File: src/rtl/stream_pack.sv
// stream_pack: gathers RATIO input beats into one wide word, with early close on last_b.
// The output word is registered; rdy_b is the only combinational input-to-output path.
module stream_pack #(
  parameter int unsigned WIDTH = 32,
  parameter int unsigned RATIO = 2
) (
  input  logic                   clk,
  input  logic                   rst_n,
  input  logic [WIDTH-1:0]       data_b,
  input  logic                   vld_b,
  input  logic                   last_b,
  output logic                   rdy_b,
  output logic [WIDTH*RATIO-1:0] data_c,
  output logic [RATIO-1:0]       keep_c,
  output logic                   vld_c,
  input  logic                   rdy_c,
  output logic                   busy
);

  localparam int unsigned CNT_W  = $clog2(RATIO);
  localparam int unsigned WORD_W = WIDTH * RATIO;
  localparam logic [CNT_W-1:0] CNT_MAX = CNT_W'(RATIO - 1);

  logic [WORD_W-1:0] r_acc;
  logic [CNT_W-1:0]  r_cnt;

  logic              w_cand;
  logic              w_accept;
  logic              w_complete;
  logic [WORD_W-1:0] w_merged;
  logic [RATIO-1:0]  w_keep;

  // A completing beat may only enter when the output register is free or draining.
  assign w_cand     = (r_cnt == CNT_MAX) || last_b;
  assign rdy_b      = rst_n && (!w_cand || !vld_c || rdy_c);
  assign w_accept   = vld_b && rdy_b;
  assign w_complete = w_accept && w_cand;
  assign busy       = (r_cnt != '0) || vld_c;

  // Accumulated lanes below cnt, current beat in lane cnt, zeros above.
  always_comb begin
    w_merged = '0;
    w_keep   = '0;
    for (int unsigned i = 0; i < RATIO; i++) begin
      if (CNT_W'(i) < r_cnt) begin
        w_merged[i*WIDTH +: WIDTH] = r_acc[i*WIDTH +: WIDTH];
      end else if (CNT_W'(i) == r_cnt) begin
        w_merged[i*WIDTH +: WIDTH] = data_b;
      end
      w_keep[i] = (CNT_W'(i) <= r_cnt);
    end
  end

  always_ff @(posedge clk or negedge rst_n) begin
    if (!rst_n) begin
      r_acc <= '0;
      r_cnt <= '0;
    end else if (w_complete) begin
      r_acc <= '0;
      r_cnt <= '0;
    end else if (w_accept) begin
      r_acc <= w_merged;
      r_cnt <= r_cnt + CNT_W'(1);
    end
  end

  // Output register: a new word overwrites a draining one with no bubble.
  always_ff @(posedge clk or negedge rst_n) begin
    if (!rst_n) begin
      data_c <= '0;
      keep_c <= '0;
      vld_c  <= 1'b0;
    end else if (w_complete) begin
      data_c <= w_merged;
      keep_c <= w_keep;
      vld_c  <= 1'b1;
    end else if (rdy_c) begin
      vld_c  <= 1'b0;
    end
  end

endmodule

File: config.mk
export PLATFORM = sky130hd
export DESIGN_NAME = stream_pack
export DESIGN_NICKNAME = d
export VERILOG_FILES = /design/src/rtl/stream_pack.sv
export SDC_FILE = /design/constraint.sdc
export NUM_CORES = 1
export LEC_CHECK = 0
export CORE_MARGIN = 4
export CORE_UTILIZATION = 49
export DETAILED_ROUTE_END_ITERATION = 7
export GPL_TIMING_DRIVEN = 0
export HOLD_SLACK_MARGIN = 0.05
export PLACE_DENSITY_LB_ADDON = 0.2
export SYNTH_ARGS = -nofsm -noshare
export SYNTH_HDL_FRONTEND = slang
export SYNTH_SLANG_ARGS = --single-unit
File: constraint.sdc
create_clock -name clk -period 2.4 [get_ports clk]
set_clock_uncertainty 0.2 [all_clocks]
set_input_delay 0.24 -clock clk [delete_from_list [all_inputs] [get_ports clk]]
set_output_delay 0.24 -clock clk [all_outputs]
set_load 0.01 [all_outputs]
==> results.md, run 1 <==
- Layout area overhead: 36.5%
- CTS H-tree lvls: 3
- Crit path largest cell delay: ~0.54 ns
- Worst Setup End Kind: output port
- Post-synthesis net count: 369
- Post-DP HPWL: a little under 7000 um
- Startpoint Class: flip-flop
- Flop pwr share: 45.4%
- Buf/Inv on CP: 2
- VDD IR-drop max: 0.000448 V
- Avg Cell Area, Syn: approximately 13 um2
- TNS Setup: 0 ns
- First-pass GRT wire length: approximately 16,000 um
- Vias in the first global route: 3,224
- Die area: 10,200 um2
- Die width: approximately 100 um
- Critical path startpoint: r_cnt
- Worst-Margin Slew: about 0.53 ns
- Tcrit/Tclk final: about 87%
- Share of layout cells above drive strength 1: 23.3%
- Endpoints failing setup: 0
- Clock Tree Root: clkbuf_8
- Global Route Usage Sum: 20.5%
- Fmax: between 400 and 500 MHz
- RSZ-0062 raised after global routing: no
- 1st-pass router iterations: 4
- Post-synth cell types: 20
- Int Power: 3600 uW
- Delay-heaviest family, CP: buffers and inverters
- Gpl congestion: 0.733
- Max-slew headroom: roughly 65%
- Net switching power: 1470 uW
- Synth Cell Area: 4240 um2
- Clock power share: 20.1%
- TritonCTS sink count: 100
- Latest clock arrival within the worst-skew pair: roughly 0.36 ns
- Hold WS: a little under 0.07 ns
- Final #Nets: 491
- YS warnings: 0
- Worst reg2reg startpoint: r_cnt
- Placed cells: 542
- PwrDens: slightly below 900 nW/um2
- Core Area: 8300 um2
- Flops & latches, synth: 100
- Initial DRC count: 104
- Crit Path Category: flip-flop to output port
- Drt total wl: 10,100 um
- Fin cells: 564
- Min-delay worst type: input pin to flip-flop
- Number of max-cap violations: 0
- Number of CTS-inserted buffers: 9
- GR Overflow Total: 0
- Worst EP arrival: 1.66 ns
- CP cell instances: buf_4 -> nor2_4 -> o21a_1 -> clkdlybuf4s50_1
- Hold path start: vld_b
- Diode count: 0
- Most frequent cells in the layout: 102 x clkdlybuf4s50_1, 100 x dfrtp_1, 64 x mux2_2
- Hold Fails Final Rpt: 0
- Initial antenna violation count: 0
- Antenna viol nets, final: 0
- Initial core utilization: about half
- Clk slew on worst S/H paths: 0.09 ns
- Pin count of the biggest net entering global routing: 60
- CTS tree: built
- Minimum clock period: 2.10 ns
- Port Buffers: 104
- Cells after Synth: ~330
- CP required: 1.96 ns
- Net Sw Frac: 29.1%
- Logic pwr share: approximately a third
- Run status: finished clean
- Routed vias: 3,079
- DRC: 0
- Post-DR wirelength/cell: 17.9 um
- Die height: 101 um
- Rows: 33
- Register area share after synthesis: 59.0%
- Most common cell after layout, fill and taps aside: clkdlybuf4s50_1
- Pleak: 0.00255 uW
- Clock tree buffer depth: 2
- Ports: 106
- Worst Path Max Fanout: 9
- Final Slew Violations: 0
- Vias/cell: approximately 5.5
- Crit-path slowest cell: clkdlybuf4s50_1
metrics by stage:
step / power (uW) / util, % / area [um2] / setup slack (ns)
after floorplan: 3090 / - / 4240 / 0.746
after CTS: 5100 / 68.2 / 5660 / 0.0304
final: 5070 / 69.7 / 5790 / 0.301
after detailed placement: 4060 / 65.5 / 5440 / -0.557
after global placement: 4020 / 65.2 / 5410 / -3.79
after global routing: 5340 / 69.7 / 5790 / 0.231
Yosys cell counts:
| library cell | n | area share (%) |
|---|---|---|
| o21a_1 | 2 | 0.35 |
| nand4b_4 | 1 | 0.56 |
| nand2b_2 | 1 | 0.21 |
| a21o_1 | 1 | 0.18 |
| mux2_2 | 64 | 17 |
| o21ai_0 | 32 | 3.8 |
| nor2_4 | 1 | 0.27 |
| and4_1 | 1 | 0.21 |
| buf_6 | 2 | 0.53 |
| nand2b_1 | 1 | 0.15 |
| clkbuf_1 | 13 | 1.2 |
| or2_2 | 1 | 0.15 |
| dfrtp_1 | 100 | 59 |
| buf_4 | 5 | 0.89 |
| nand4_1 | 32 | 4.7 |
| o211a_1 | 1 | 0.24 |
| inv_1 | 32 | 2.8 |
| a22o_1 | 32 | 6.6 |
| buf_2 | 9 | 1.1 |
| nand2_1 | 1 | 0.088 |
flip-flops by register name, indices dropped and copies added (netlist names):
name	flops
r_acc	32
vld_c	1
r_cnt	1
data_c	64
keep_c	2
final timing paths:
kind | slack, ns | cells after the start | end
max | 0.30 | 4 | rdy_b
min | 0.07 | 3 | r_acc[0]
max reg2reg | 0.40 | 6 | r_acc[26]
min reg2reg | 0.28 | 1 | keep_c[0]
max in group asynchronous | 1.08 | 6 | r_acc[20]
min in group asynchronous | 0.45 | 5 | data_c[33]
per-layer routing:
layer,routed length (um),track usage [%],vias up
li1,-,-,1431
met1,4570,29.3,1543
met2,4800,31.3,90
met3,554,3.53,15
met4,187,8.18,0
met5,0,0,-
layout make-up:
| cell class | instances | area, um2 |
|---|---|---|
| Tap cell | 105 | 131 |
| Buffer | 27 | 149 |
| Multi-Input combinational cell | 171 | 1460 |
| Inverter | 32 | 120 |
| Clock buffer | 12 | 155 |
| Sequential cell | 100 | 2500 |
| Clock inverter | 4 | 33.8 |
| Fill cell | 607 | 2510 |
| Timing Repair Buffer | 113 | 1230 |
logic make-up after synthesis:
logic type | synth area share [%]
AO/OA/AOI/OAI | 11.2
flip-flops | 59.0
AND/OR/NAND/NOR | 6.35
buffers and inverters | 6.46
multiplexers | 17.0
power groups by stage:
stage	Sequential (uW)	Combinational (uW)	Clock (uW)
global placement	2330	1690	0
floorplan	2460	624	0
detailed placement	2330	1730	0
global route	2350	1880	1110
CTS	2300	1750	1040
finish	2300	1750	1020
tightest hold or removal path: stages:
cell,delay [ns]
buf_2,0.16
nand4_1,0.10
o21ai_0,0.08
repair_timing:
| action | CTS | global route |
|---|---|---|
| hold buffers | 1 | 5 |
| setup endpoints to repair | 1 | 2 |
| setup buffers | 1 | 0 |
| pin swaps | 1 | 0 |
| cloned | 0 | 1 |
| hold endpoints to repair | 100 | 100 |
| resized for setup | 3 | 1 |
(Power assumes the default switching activity.)
==> run 2, diff against run 1 <==
- CTS_CLUSTER_SIZE: default -> 16
==> results of run 2 <==
Same layout as run 1: the final DEF is identical, and so are final timing and power.
==> RTL edit (config.mk and constraints of run 2) <==
Change the parameter `RATIO` from 2 to 4.
--- a/src/rtl/stream_pack.sv
+++ b/src/rtl/stream_pack.sv
@@ -2,7 +2,7 @@
 // The output word is registered; rdy_b is the only combinational input-to-output path.
 module stream_pack #(
   parameter int unsigned WIDTH = 32,
-  parameter int unsigned RATIO = 2
+  parameter int unsigned RATIO = 4
 ) (
   input  logic                   clk,
   input  logic                   rst_n,
Ports: changed (resized data_c and keep_c); port bits go from 106 to 172. No check against the original RTL was run, so the function may have changed too.
==> RTL edit against run 2 <==
  * The run now ends with hold timing, setup timing left
  * Worst setup slack got worse by 370 ps
  * Total power rose by 130%
  * Final area rose by 120%
  * Fmax fell by 15%
  * Count of clock-buffer cells in the layout rose by 27
  * Non-clock buffer count rose by 126
  * Sequential cell count rose by 131
  * Die area rose by 110%
  * Routed wire length rose to 2.8 times the old value
  * Synthesized area rose by 120%
  * Sequential share of layout area rose by 2.5 points
  * Cell count rose by 150%
  * Worst hold slack got worse by 450 ps
  * Highest routed layer is now met5
==> RTL edit: results (changes against run 2) <==
Power and ir drop
  • Max VDD drop: 529.8 uV (+18%)
  • Net Switching: 3.379 mW (+130%)

Critical path
  • R2R depth: 9 (+3)
  • Reg2reg end: data_c[37]$_DFFE_PN0P_
  • Critical Path AT: 2020 ps (+360 ps)
  • Crit-path max FO: 10 (+1)
  • CP peak stage delay: 390 ps (-150 ps)

Placement
  • Placer Congestion: 0.8263 (+13%)
  • Placed cells: 1324 (+140%)

Global routing
  • Initial antenna violation count: 1 (+1)
  • Met3 usage: 5.338% (+1.8 points)
  • Vias in the first global route: 7879 (+140%)
  • Met2 usage: 40.38% (+9.0 points)
  • Grt met1 use: 36.06% (+6.8 points)
  • GRT Total Usage: 25.51% (+5.0 points)

STA
  • Hold Vio Cnt, Final: 114 (+114)
  • Slew @ Worst Pin: 720.1 ps (+192.9 ps)
  • Hold_ws: -380.4 ps (-450.0 ps)
  • Final setup violation count: 1 (+1)
  • PnR worst setup slack: -64.52 ps (-365.8 ps)

Routing
  • Drt pass-1 iters: 5 (+1)
  • Initial DRC Count: 721 (+590%)
  • Total Wirelength: 27840 um (+180%)

CTS
  • CTS Buffer Depth: 3 (+1)
  • Clock H-tree levels: 1 (-2)
  • TritonCTS buffer count: 24 (+15)

Outcome
  • Failing checks: hold timing, setup timing
  • Outcome: finished with violations

Logic synthesis
  • Netlist cell types: 28 (+40%)
  • Sequential fraction of the synthesis area: 61.57% (+2.5 points)
  • Syn_area_per_cell: 10.23 sq um (-20%)
  • Top cells by count, synth: dfrtp_1, nand2_1, o21ai_1
## RTL edit: cell count changes after synthesis, moves of 34 or more
cell and delta:
nand2_1 +228, dfrtp_1 +131, o21ai_1 +95, mux2_2 -64, o21ai_0 +36, nor2_1 +35, a21oi_1 +34
## RTL edit: cell type report
| cell class | instances | area [sq um] | share of cell area, % |
|---|---|---|---|
| Sequential cell | 231 | 5781 | 45.80 |
| Multi-Input combinational cell | 610 | 3323 | 26.33 |
| Timing Repair Buffer | 193 | 2036 | 16.13 |
| Clock buffer | 39 | 738.2 | 5.849 |
| Buffer | 73 | 377.9 | 2.994 |
| Tap cell | 234 | 292.8 | 2.320 |
| Clock inverter | 5 | 58.81 | 0.4659 |
| Inverter | 4 | 15.01 | 0.1190 |
## RTL edit: repair_timing
| action | CTS | global route |
|---|---|---|
| cloned | 1 | 1 |
| resized for setup | 22 | 28 |
| endpoints found under the setup margin | 224 | 199 |
| pin swaps | 1 | 0 |
| setup buffers | 1 | 12 |
| hold endpoints to repair | 174 | 231 |
## RTL edit: worst min-delay path: stages
cell and delay, ps:
buf_16 80, buf_16 110, buf_16 280
## RTL edit: kinds of logic after synthesis
| family | after synthesis | synth area share, % |
|---|---|---|
| buffers and inverters | 77 | 3.545 |
| AND/OR/NAND/NOR | 276 | 11.39 |
| AO/OA/AOI/OAI | 296 | 19.31 |
| multiplexers | 33 | 3.518 |
| flip-flops | 231 | 61.57 |
| adder cells (fa/ha/maj) | 5 | 0.6663 |
## RTL edit: per-layer routing
metal	vias to the layer above	routed length, um
met3	52	1744
met1	3974	12160
met5	-	13
met2	283	13280
met4	2	646
li1	3605	-
## RTL edit: how the worst max path moves through the flow
stage,start,end,slack (ps),cells after the start
floorplan,r_cnt[1]$_DFFE_PN0P_,data_c[10]$_DFFE_PN0P_,110,8
global placement,rst_n,r_acc[28]$_DFFE_PN0P_,-11140,5
detailed placement,rst_n,data_c[115]$_DFFE_PN0P_,-1430,6
CTS,r_cnt[1]$_DFFE_PN0P_,busy,-250,8
global route,r_cnt[1]$_DFFE_PN0P_,busy,-120,9
finish,r_cnt[1]$_DFFE_PN0P_,busy,-60,9
## RTL edit: power groups by stage
stage | Sequential (mW) | Clock [mW] | Combinational (mW)
6_report | 4.85 | 3.73 | 2.98
5_1_grt | 4.92 | 3.95 | 3.23
4_1_cts | 4.84 | 3.78 | 2.84
3_5_place_dp | 4.91 | 0 | 2.77
3_3_place_gp | 4.90 | 0 | 2.71
2_1_floorplan | 5.05 | 0 | 1.10
